File: src/rtl/multicycle_control.sv
// -----------------------------------------------------------------------------
// multicycle_control
//
// Control FSM for a multicycle MIPS integer datapath. Every instruction passes
// through FETCH and DECODE. It then takes the execute, memory and writeback
// states its class needs. Datapath strobes and mux selects are decoded
// combinationally from the current state and the instruction register.
// FETCH, MEM_RD and MEM_WR stall on mem_ready. A wait-cycle watchdog sends a
// stuck memory access to FAULT. Unknown opcodes or functs also go to FAULT.
// FAULT is sticky until reset.
//
// Ports
//   clk, rst          clock (rising edge), asynchronous active-high reset
//   instruction[31:0] instruction register contents, valid from DECODE onward
//   mem_ready         memory finished the current read/write this cycle
//   alu_zero/alu_neg  ALU result flags used to resolve branches
//   IRWrite, PCWrite, PCWriteCond, MemRead, MemWrite, RegWrite   strobes
//   PCSource[1:0]     00 ALU, 01 rs (jr), 10 jump target, 11 ALUOut
//   IorD              memory address: 0 PC, 1 ALUOut
//   MemtoReg          1 = writeback from MDR
//   RegDst[1:0]       00 rd, 01 rt, 10 $31
//   ALUSrcA           0 PC, 1 rs
//   ALUSrcB[2:0]      000 rt, 001 4, 010 SExt, 011 SExt<<2, 100 ZExt,
//                     101 upper imm, 110 zero
//   ALU_ctrl[3:0]     0 nop, 1 add, 2 sub, 3 and, 4 or, 5 nor, 6 slt,
//                     7 sll, 8 srl, 9 sra
//   fault             sticky error flag
//   state[3:0]        current state (debug)
// -----------------------------------------------------------------------------
module multicycle_control #(
    parameter int WAIT_LIMIT = 15,
    parameter int CNT_W      = 4
) (
    input  logic        clk,
    input  logic        rst,
    input  logic [31:0] instruction,
    input  logic        mem_ready,
    input  logic        alu_zero,
    input  logic        alu_neg,
    output logic        IRWrite,
    output logic        PCWrite,
    output logic        PCWriteCond,
    output logic [1:0]  PCSource,
    output logic        IorD,
    output logic        MemRead,
    output logic        MemWrite,
    output logic        MemtoReg,
    output logic        RegWrite,
    output logic [1:0]  RegDst,
    output logic        ALUSrcA,
    output logic [2:0]  ALUSrcB,
    output logic [3:0]  ALU_ctrl,
    output logic        fault,
    output logic [3:0]  state
);

    typedef enum logic [3:0] {
        FETCH    = 4'd0,
        DECODE   = 4'd1,
        EXEC_R   = 4'd2,
        EXEC_I   = 4'd3,
        MEM_ADDR = 4'd4,
        MEM_RD   = 4'd5,
        MEM_WR   = 4'd6,
        WB_MEM   = 4'd7,
        WB_ALU   = 4'd8,
        BRANCH   = 4'd9,
        JUMP     = 4'd10,
        FAULT    = 4'd11
    } state_t;

    // Opcodes
    localparam logic [5:0] OP_SPECIAL = 6'h00;
    localparam logic [5:0] OP_REGIMM  = 6'h01;
    localparam logic [5:0] OP_J       = 6'h02;
    localparam logic [5:0] OP_JAL     = 6'h03;
    localparam logic [5:0] OP_BEQ     = 6'h04;
    localparam logic [5:0] OP_BNE     = 6'h05;
    localparam logic [5:0] OP_BGTZ    = 6'h07;
    localparam logic [5:0] OP_ADDI    = 6'h08;
    localparam logic [5:0] OP_ADDIU   = 6'h09;
    localparam logic [5:0] OP_SLTI    = 6'h0A;
    localparam logic [5:0] OP_ANDI    = 6'h0C;
    localparam logic [5:0] OP_ORI     = 6'h0D;
    localparam logic [5:0] OP_LUI     = 6'h0F;
    localparam logic [5:0] OP_LW      = 6'h23;
    localparam logic [5:0] OP_SW      = 6'h2B;

    // R-type funct codes
    localparam logic [5:0] F_SLL  = 6'h00;
    localparam logic [5:0] F_SRL  = 6'h02;
    localparam logic [5:0] F_SRA  = 6'h03;
    localparam logic [5:0] F_JR   = 6'h08;
    localparam logic [5:0] F_ADD  = 6'h20;
    localparam logic [5:0] F_ADDU = 6'h21;
    localparam logic [5:0] F_SUB  = 6'h22;
    localparam logic [5:0] F_SUBU = 6'h23;
    localparam logic [5:0] F_AND  = 6'h24;
    localparam logic [5:0] F_OR   = 6'h25;
    localparam logic [5:0] F_NOR  = 6'h27;
    localparam logic [5:0] F_SLT  = 6'h2A;

    // ALU operations
    localparam logic [3:0] ALU_NOP = 4'b0000;
    localparam logic [3:0] ALU_ADD = 4'b0001;
    localparam logic [3:0] ALU_SUB = 4'b0010;
    localparam logic [3:0] ALU_AND = 4'b0011;
    localparam logic [3:0] ALU_OR  = 4'b0100;
    localparam logic [3:0] ALU_NOR = 4'b0101;
    localparam logic [3:0] ALU_SLT = 4'b0110;
    localparam logic [3:0] ALU_SLL = 4'b0111;
    localparam logic [3:0] ALU_SRL = 4'b1000;
    localparam logic [3:0] ALU_SRA = 4'b1001;

    // ALU B operand selects
    localparam logic [2:0] B_RT    = 3'b000;
    localparam logic [2:0] B_FOUR  = 3'b001;
    localparam logic [2:0] B_SEXT  = 3'b010;
    localparam logic [2:0] B_SEXT2 = 3'b011;
    localparam logic [2:0] B_ZEXT  = 3'b100;
    localparam logic [2:0] B_UPPER = 3'b101;
    localparam logic [2:0] B_ZERO  = 3'b110;

    localparam bit             TIMEOUT_EN = (WAIT_LIMIT != 0);
    localparam logic [CNT_W-1:0] LIMIT    = CNT_W'(WAIT_LIMIT);
    localparam logic [CNT_W-1:0] CNT_ONE  = CNT_W'(1);
    localparam logic [CNT_W-1:0] CNT_MAX  = {CNT_W{1'b1}};

    state_t           state_reg, state_next;
    logic [CNT_W-1:0] wait_cnt_reg, wait_cnt_next;

    // Instruction fields
    logic [5:0] opcode;
    logic [5:0] funct;
    logic [4:0] rt;
    logic       is_nop;
    logic       is_jr;
    logic       is_r_type;

    assign opcode    = instruction[31:26];
    assign funct     = instruction[5:0];
    assign rt        = instruction[20:16];
    assign is_nop    = (instruction == 32'd0);
    assign is_jr     = (funct == F_JR);
    assign is_r_type = (opcode == OP_SPECIAL);

    // R-type ALU decode
    logic       r_valid;
    logic [3:0] r_ctrl;

    always_comb begin
        r_valid = 1'b1;
        r_ctrl  = ALU_NOP;
        case (funct)
            F_SLL:         r_ctrl = ALU_SLL;
            F_SRL:         r_ctrl = ALU_SRL;
            F_SRA:         r_ctrl = ALU_SRA;
            F_ADD, F_ADDU: r_ctrl = ALU_ADD;
            F_SUB, F_SUBU: r_ctrl = ALU_SUB;
            F_AND:         r_ctrl = ALU_AND;
            F_OR:          r_ctrl = ALU_OR;
            F_NOR:         r_ctrl = ALU_NOR;
            F_SLT:         r_ctrl = ALU_SLT;
            default:       r_valid = 1'b0;
        endcase
    end

    // I-type ALU decode
    logic       i_valid;
    logic [2:0] i_srcb;
    logic [3:0] i_ctrl;

    always_comb begin
        i_valid = 1'b1;
        i_srcb  = B_RT;
        i_ctrl  = ALU_NOP;
        case (opcode)
            OP_ANDI:           begin i_srcb = B_ZEXT;  i_ctrl = ALU_AND; end
            OP_ORI:            begin i_srcb = B_ZEXT;  i_ctrl = ALU_OR;  end
            OP_SLTI:           begin i_srcb = B_SEXT;  i_ctrl = ALU_SLT; end
            OP_ADDI, OP_ADDIU: begin i_srcb = B_SEXT;  i_ctrl = ALU_ADD; end
            OP_LUI:            begin i_srcb = B_UPPER; i_ctrl = ALU_ADD; end
            default:           i_valid = 1'b0;
        endcase
    end

    // Branch condition resolved from the ALU flags of rs - rt (or rs - 0)
    logic br_taken;

    always_comb begin
        br_taken = 1'b0;
        case (opcode)
            OP_BEQ:    br_taken = alu_zero;
            OP_BNE:    br_taken = !alu_zero;
            OP_BGTZ:   br_taken = !alu_neg && !alu_zero;
            OP_REGIMM: br_taken = !alu_neg;
            default:   br_taken = 1'b0;
        endcase
    end

    // The watchdog trips only once the counter already holds the limit and
    // memory is still not ready. A ready on that same cycle still completes.
    logic timeout;
    assign timeout = TIMEOUT_EN && !mem_ready && (wait_cnt_reg == LIMIT);

    // State register
    always_ff @(posedge clk or posedge rst) begin
        if (rst) begin
            state_reg    <= FETCH;
            wait_cnt_reg <= '0;
        end else begin
            state_reg    <= state_next;
            wait_cnt_reg <= wait_cnt_next;
        end
    end

    // Next-state logic
    always_comb begin
        state_next = state_reg;
        case (state_reg)
            FETCH: begin
                if (mem_ready)    state_next = DECODE;
                else if (timeout) state_next = FAULT;
            end
            DECODE: begin
                case (opcode)
                    OP_SPECIAL: begin
                        if (is_nop)       state_next = FETCH;
                        else if (is_jr)   state_next = JUMP;
                        else if (r_valid) state_next = EXEC_R;
                        else              state_next = FAULT;
                    end
                    OP_REGIMM:                 state_next = (rt == 5'd1) ? BRANCH : FAULT;
                    OP_BEQ, OP_BNE, OP_BGTZ:   state_next = BRANCH;
                    OP_J, OP_JAL:              state_next = JUMP;
                    OP_LW, OP_SW:              state_next = MEM_ADDR;
                    default:                   state_next = i_valid ? EXEC_I : FAULT;
                endcase
            end
            EXEC_R, EXEC_I: state_next = WB_ALU;
            MEM_ADDR:       state_next = (opcode == OP_SW) ? MEM_WR : MEM_RD;
            MEM_RD: begin
                if (mem_ready)    state_next = WB_MEM;
                else if (timeout) state_next = FAULT;
            end
            MEM_WR: begin
                if (mem_ready)    state_next = FETCH;
                else if (timeout) state_next = FAULT;
            end
            WB_MEM, WB_ALU, BRANCH, JUMP: state_next = FETCH;
            FAULT:          state_next = FAULT;
            default:        state_next = FAULT;
        endcase
    end

    // Wait counter: zeroed on any state change so every memory state starts
    // counting from 0. It saturates so a disabled watchdog never wraps.
    logic waiting;
    assign waiting = ((state_reg == FETCH) || (state_reg == MEM_RD) ||
                      (state_reg == MEM_WR)) && !mem_ready;

    always_comb begin
        wait_cnt_next = wait_cnt_reg;
        if (state_next != state_reg)
            wait_cnt_next = '0;
        else if (waiting && (wait_cnt_reg != CNT_MAX))
            wait_cnt_next = wait_cnt_reg + CNT_ONE;
    end

    // Output decode
    always_comb begin
        IRWrite     = 1'b0;
        PCWrite     = 1'b0;
        PCWriteCond = 1'b0;
        PCSource    = 2'b00;
        IorD        = 1'b0;
        MemRead     = 1'b0;
        MemWrite    = 1'b0;
        MemtoReg    = 1'b0;
        RegWrite    = 1'b0;
        RegDst      = 2'b00;
        ALUSrcA     = 1'b0;
        ALUSrcB     = B_RT;
        ALU_ctrl    = ALU_NOP;
        fault       = 1'b0;

        case (state_reg)
            FETCH: begin
                MemRead  = 1'b1;
                ALUSrcB  = B_FOUR;
                ALU_ctrl = ALU_ADD;
                IRWrite  = mem_ready;
                PCWrite  = mem_ready;
            end
            DECODE: begin
                ALUSrcB  = B_SEXT2;
                ALU_ctrl = ALU_ADD;
            end
            EXEC_R: begin
                ALUSrcA  = 1'b1;
                ALUSrcB  = B_RT;
                ALU_ctrl = r_ctrl;
            end
            EXEC_I: begin
                ALUSrcA  = 1'b1;
                ALUSrcB  = i_srcb;
                ALU_ctrl = i_ctrl;
            end
            MEM_ADDR: begin
                ALUSrcA  = 1'b1;
                ALUSrcB  = B_SEXT;
                ALU_ctrl = ALU_ADD;
            end
            MEM_RD: begin
                MemRead = 1'b1;
                IorD    = 1'b1;
            end
            MEM_WR: begin
                MemWrite = 1'b1;
                IorD     = 1'b1;
            end
            WB_MEM: begin
                RegWrite = 1'b1;
                MemtoReg = 1'b1;
                RegDst   = 2'b01;
            end
            WB_ALU: begin
                RegWrite = 1'b1;
                RegDst   = is_r_type ? 2'b00 : 2'b01;
            end
            BRANCH: begin
                ALUSrcA     = 1'b1;
                ALU_ctrl    = ALU_SUB;
                PCSource    = 2'b11;
                ALUSrcB     = ((opcode == OP_BEQ) || (opcode == OP_BNE)) ? B_RT : B_ZERO;
                PCWriteCond = br_taken;
            end
            JUMP: begin
                PCWrite = 1'b1;
                if (is_r_type) begin
                    PCSource = 2'b01;
                end else begin
                    PCSource = 2'b10;
                    if (opcode == OP_JAL) begin
                        // PC already holds PC+4; pass it through the ALU into $31
                        RegWrite = 1'b1;
                        RegDst   = 2'b10;
                        ALUSrcB  = B_ZERO;
                        ALU_ctrl = ALU_ADD;
                    end
                end
            end
            FAULT: begin
                fault = 1'b1;
            end
            default: begin
                fault = 1'b1;
            end
        endcase

        // Nothing may strobe while reset is held, even though the state
        // register already reads FETCH.
        if (rst) begin
            IRWrite     = 1'b0;
            PCWrite     = 1'b0;
            PCWriteCond = 1'b0;
            PCSource    = 2'b00;
            IorD        = 1'b0;
            MemRead     = 1'b0;
            MemWrite    = 1'b0;
            MemtoReg    = 1'b0;
            RegWrite    = 1'b0;
            RegDst      = 2'b00;
            ALUSrcA     = 1'b0;
            ALUSrcB     = B_RT;
            ALU_ctrl    = ALU_NOP;
            fault       = 1'b0;
        end
    end

    assign state = state_reg;

endmodule

File: config.mk
export PLATFORM = sky130hd
export DESIGN_NAME = multicycle_control
export DESIGN_NICKNAME = d
export VERILOG_FILES = /design/src/rtl/multicycle_control.sv
export SDC_FILE = /design/constraint.sdc
export NUM_CORES = 1
export LEC_CHECK = 0
export ABC_AREA = 1
export BUFFER_PORTS_ARGS = -buffer_cell sky130_fd_sc_hd__clkbuf_2
export CORE_MARGIN = 5
export CORE_UTILIZATION = 44
export CTS_BUF_LIST = sky130_fd_sc_hd__clkbuf_8
export DETAILED_ROUTE_END_ITERATION = 10
export GPL_TIMING_DRIVEN = 0
export PLACE_DENSITY = 0.86
export SYNTH_ARGS = -nofsm -noshare
export SYNTH_HDL_FRONTEND = slang
export SYNTH_SLANG_ARGS = --single-unit
File: constraint.sdc
create_clock -name clk -period 1.51 [get_ports clk]
set_input_delay 0.302 -clock clk [delete_from_list [all_inputs] [get_ports clk]]
set_output_delay 0.302 -clock clk [all_outputs]
set_load 0.01 [all_outputs]
==> results of run 1 <==
cell usage after synthesis (2+ instances only):
cell / n / area [µm²]
nand2_2: 4 / 25.0
xor2_1: 4 / 35.0
nand3_1: 21 / 105
a31oi_1: 2 / 12.5
o21ai_1: 3 / 15.0
nor2_1: 53 / 199
inv_2: 10 / 37.5
nor2_2: 8 / 50.1
nand4_1: 7 / 43.8
o21ai_0: 10 / 50.1
clkbuf_1: 2 / 7.51
dfrtp_1: 8 / 200
inv_1: 33 / 124
o211ai_1: 2 / 15.0
a41oi_1: 2 / 17.5
nor3_1: 6 / 30.0
a21oi_1: 15 / 75.1
nand2_1: 55 / 206
area by class of cell:
class | instances | area [µm²]
inverters | 44 | 178
well taps | 33 | 41.3
repair buffers | 92 | 589
clock buffers | 3 | 41.3
plain buffers | 3 | 17.5
fillers | 214 | 693
flip-flops and latches | 8 | 205
multi-input cells | 205 | 1240
worst min-delay path by stage:
stage / startpoint / end / slack [ns] / cells after the start
floorplan: rst / wait_cnt_reg[0] / 0.36 / 2
global placement: rst / wait_cnt_reg[3] / 0.47 / 2
detailed placement: rst / wait_cnt_reg[2] / 0.47 / 2
CTS: rst / wait_cnt_reg[0] / 0.19 / 2
global route: rst / wait_cnt_reg[0] / 0.24 / 2
finish: rst / state[2] / 0.22 / 2
cell families after synthesis:
kind of cell / count (synthesis) / synth area share
buf+inv: 47 / 0.131
xor+xnor: 4 / 0.0257
simple gates: 160 / 0.516
compound gates: 40 / 0.172
flops: 8 / 0.147
fa+ha+maj: 1 / 0.00919
per-stage QoR:
step	instance area [µm²]	hold slack, ns	instances	power (mW)	setup WS, ns
finish	2310	0.219	388	3.13	-0.460
global route	2310	0.241	388	3.27	-0.512
CTS	2090	0.194	376	2.54	-0.380
detailed placement	1770	0.473	352	1.79	-0.351
global placement	1770	0.468	352	1.77	-0.337
floorplan	1440	0.365	260	1.40	-0.0464
timing repair:
item                                    CTS  global route
buffers inserted                         21            12
endpoints found under the setup margin   25            28
hold endpoints to repair                  0             0
pin swaps                                16            14
resized for setup                        31            54
power by group through the flow:
stage	clock (mW)	sequential (mW)	combinational, mW
floorplan	0	0.409	0.991
global placement	0	0.404	1.37
detailed placement	0	0.407	1.38
CTS	0.255	0.384	1.90
global route	0.277	0.382	2.61
finish	0.257	0.378	2.49
layer usage:
layer | part of all wire | up-vias
li1 | - | 1036
met1 | 0.39 | 1008
met2 | 0.50 | 150
met3 | 0.082 | 35
met4 | 0.034 | 0
met5 | 0 | -
==> qor.txt, run 1 <==
Slew at the pin with the worst max-slew slack: 0.333 ns
Final Hold Vio Count: 0
Crit path from: state[0]
NumNets Final: 395
Net Switching: 1.59 mW
Die Width: 65.6 µm
CTS buffer count: 3
Endpoints failing setup: 27
First-pass GRT wire length: 8.20 mm
Met3 Usage GRT: 0.0462
Number of flops mapped to enable cells by yosys: 0
Initial antenna violation count: 0
Clock tree sinks: 8
Worst-path maximum fanout: 4
# diodes: 0
Reg2reg end: wait_cnt_reg[1]
Layout overhead on the synthesized area: 69.7%
Ys async rst share: 1.00
Fmax: 508 MHz
Peak per-stage delay on the critical path: 0.45 ns
Final worst setup slack: -0.460 ns
Post-synth top flop: dfrtp_1
Leak Pwr: 1.22 nW
Die area: 4310 µm²
Worst path cell trace: buf_4, nor2_4, nand2_1, a31o_2, a41oi_2, clkbuf_2
Failing checks: setup timing
Vias in the first global route: 1,877
Crit. path cell count: 6
Post-CTS Hold Buffers: 0
Comb pwr share: 0.797
Seq pwr share: 0.121
Switch share: 0.509
CP Buf/Inv Count: 2
Net count after synthesis: 298
Commonest non-fill, non-tap cell in the layout: nand2_1
Setup_tns: -8.77 ns
Share of layout cells above drive strength 1: 0.482
CTS max path bufs: 2
Drt first pass iters: 7
Die height: 65.6 µm
Reg2reg setup slack: -0.42 ns
Delay-heaviest family, CP: flip-flops
Most frequent cells in the layout: nand2_1, clkbuf_2, nor2_1, buf_4, inv_1
Critical Path End: ALU_ctrl[0]
Syn Area/Cell: 5.24 µm²
Final ANT Viol Nets: 0
M1 GR Usage: 0.286
Root Buffer: clkbuf_8
Reg2reg start: wait_cnt_reg[0]
Worst r2r path cells: 11
Vias/cell: 5.74
Cell count after synthesis: 260
H-tree levels: 1
Critical path arrival: 1.67 ns
Yosys reg bits: 8
Status: finished, violations left
Worst Skew: 0.00272 ns
DR DRC count: 0
Detailed placer's ending HPWL: 3.42 mm
Placement row count: 20
Minimum clock period after layout: 1.97 ns
Total internal power: 1.54 mW
Worst skew pair latency: 0.23 ns
Clock group share of total power: 0.082
Initial drt markers: 309
Core Util, Final: 0.769
PD cells: 1350 nW/µm²
Initial Util: 0.453
Crit. End Element: output port
Final wirelength: 6.03 mm
Gr ovfl total: 0
Num ports: 62
Via count: 2,229
Largest net degree at the start of global routing: 11
Ys Warns: 0
Slew headroom: 0.777
Clk slew on worst S/H paths: 0.04 ns
CTS tree: built
Slowest stage cell, crit path: dfrtp_2
Tcrit/Tclk final: 1.30
Max-slew violations: 0
Area of the mapped netlist: 1360 µm²
Maxcap violations: 0
WP data required: 1.21 ns
Placer Congestion: 0.952
I/O Buffers: 59
Met2 global-route usage: 0.426
CP Class: reg -> out
WL per Instance: 15.5 µm
Sequential share of the synthesized area: 0.147
Peak VDD IR: 0.504 mV
Core footprint: 3000 µm²
GRT Resource Usage Total: 0.238
Distinct cells, synth: 33
Unrepaired setup endpoints after global routing: yes
Busiest grt layer: met2
Critical path startpoint category: register
Worst min path class: in -> async
Power figures use the tool's default switching activity.
==> inputs of run 2 (changes only) <==
Settings changed: BUFFER_PORTS_ARGS -buffer_cell sky130_fd_sc_hd__clkbuf_2 to not set, CORE_MARGIN 5 to 1, CORE_UTILIZATION 44 to 55, DONT_BUFFER_PORTS set to 1, PLACE_DENSITY 0.86 to 0.8, REMOVE_ABC_BUFFERS set to 1.
==> run 2 against run 1 <==
Effect of this change: the run still ends with setup timing left; final area down 18%; maximum frequency grew 0.53%; via count down 10%; clock power increased by 3%; critical path depth is 1 higher; cell count down 20%; count of clock-buffer cells in the layout unchanged; highest routed layer unchanged.
==> qor.txt, run 2 (synthesized netlist as in run 1, its figures left out) <==
Met3 Usage GRT: 0.0994
Setup_tns: -8.69 ns
WP data required: 1.21 ns
Fmax: 510 MHz
Placement row count: 17
NumNets Final: 323
Delay-heaviest family, CP: simple AND/OR/NAND/NOR gates
Critical path arrival: 1.66 ns
Final worst setup slack: -0.450 ns
Worst Skew: 0.00833 ns
CTS tree: built
Num ports: 62
Worst r2r path cells: 14
Layout overhead on the synthesized area: 39.6%
Final non-filler cell total: 311
Hold WS: 0.377 ns
First-pass GRT wire length: 7.25 mm
Clk slew on worst S/H paths: 0.05 ns
CP Class: reg -> out
Minimum clock period after layout: 1.96 ns
Slew headroom: 0.625
Vias in the first global route: 1,720
Met2 global-route usage: 0.613
Failing checks: setup timing
Largest net degree at the start of global routing: 20
Via count: 2,002
Worst skew pair latency: 0.24 ns
Endpoints failing setup: 27
CTS buffer count: 3
Placer Congestion: 0.944
Initial Util: 0.598
Leak Pwr: 0.879 nW
Slew at the pin with the worst max-slew slack: 0.558 ns
Most frequent cells in the layout: nand2_1, nor2_1, inv_1, nand3_1, buf_4
Worst-path maximum fanout: 6
DR DRC count: 0
Die area: 2680 µm²
Worst path cell trace: nor2_4, inv_2, nor2_4, inv_2, o21ai_2, nor3_1, nor2_1
Status: finished, violations left
Post-route cell area: 1900 µm²
Commonest non-fill, non-tap cell in the layout: nand2_1
Final Total Pwr: 2.66 mW
Final Hold Vio Count: 0
I/O Buffers: 0
# diodes: 0
Share of layout cells above drive strength 1: 0.367
Root Buffer: clkbuf_8
Clock tree sinks: 8
DP Area: 1380 µm²
M1 GR Usage: 0.416
Detailed placer's ending HPWL: 2.95 mm
Initial drt markers: 167
WL per Instance: 17.5 µm
PD cells: 1400 nW/µm²
Core footprint: 2280 µm²
GRT Resource Usage Total: 0.366
Critical path startpoint category: register
Fill count: 124
Unrepaired setup endpoints after global routing: yes
Core Util, Final: 0.835
Drt first pass iters: 6
Max-slew violations: 0
Hold depth: 3
Busiest grt layer: met2
Die Width: 51.8 µm
Dpl cells: 285
Peak per-stage delay on the critical path: 0.48 ns
Maxcap violations: 0
Tcrit/Tclk final: 1.30
Peak VDD IR: 1.40 mV
DP Worst Slack: -0.435 ns
Final ANT Viol Nets: 0
Crit. path cell count: 7
Die height: 51.8 µm
Crit. End Element: output port
CTS max path bufs: 2
Slowest stage cell, crit path: dfrtp_2
Initial antenna violation count: 0
H-tree levels: 1
Gr ovfl total: 0
Final wirelength: 5.43 mm
CP Buf/Inv Count: 2
Worst min path class: in -> reg
Vias/cell: 6.44
run 2: cell types whose count changed in the layout (fill, tap and decap cells not counted), sizes merged:
cell | before | now
dlygate4sd3 | 0 | 1
clkbuf | 50 | 3
buf | 48 | 22
run 2: per-layer routing:
layer | up-vias | part of all wire
met5 | - | 0
met4 | 0 | 0.075
met3 | 63 | 0.12
met2 | 173 | 0.44
met1 | 873 | 0.36
li1 | 893 | -
run 2: path summary, 6_finish.rpt:
check                           startpoint              end  slack [ns]
setup / recovery                  state[2]       ALUSrcB[1]       -0.45
hold / removal                   mem_ready         state[3]        0.38
setup reg to reg                  state[2]  wait_cnt_reg[1]       -0.43
hold reg to reg            wait_cnt_reg[3]  wait_cnt_reg[3]        0.57
max in group asynchronous              rst         state[1]        0.62
min in group asynchronous              rst  wait_cnt_reg[0]        0.58
run 2: area by class of cell:
| cell class | count | area (µm²) | area share |
|---|---|---|---|
| Sequential cell | 8 | 205 | 0.108 |
| Multi-Input combinational cell | 205 | 1260 | 0.661 |
| Inverter | 44 | 173 | 0.0908 |
| Timing Repair Buffer | 23 | 190 | 0.100 |
| Clock buffer | 3 | 41.3 | 0.0217 |
| Tap cell | 28 | 35.0 | 0.0184 |
run 2: worst register-to-register path, stage by stage (launching register included):
cell	delay, ns
dfrtp_2	0.48
nor2_4	0.22
buf_6	0.14
nand2_4	0.06
inv_4	0.08
nor2_4	0.05
o21ai_2	0.07
o21ai_1	0.08
nand2_1	0.09
nor2_2	0.05
or2_1	0.22
nand2_1	0.08
nor2_2	0.05
nand2_2	0.09
nor2_1	0.05
run 2: timing repair:
| item | in CTS | in global routing |
|---|---|---|
| gates resized for setup | 65 | 25 |
| hold buffers | 1 | 0 |
| setup endpoints to repair | 25 | 29 |
| buffers inserted | 11 | 11 |
| hold endpoints to repair | 8 | 0 |
| pin swaps | 10 | 21 |
run 2: power by group:
part | switching (mW) | total, mW | leakage [nW] | internal [mW]
clock network | 0.0919 | 0.265 | 0.0216 | 0.173
registers | 0.156 | 0.433 | 0.102 | 0.277
logic | 1.18 | 1.96 | 0.756 | 0.780
total | 1.43 | 2.66 | 0.879 | 1.23
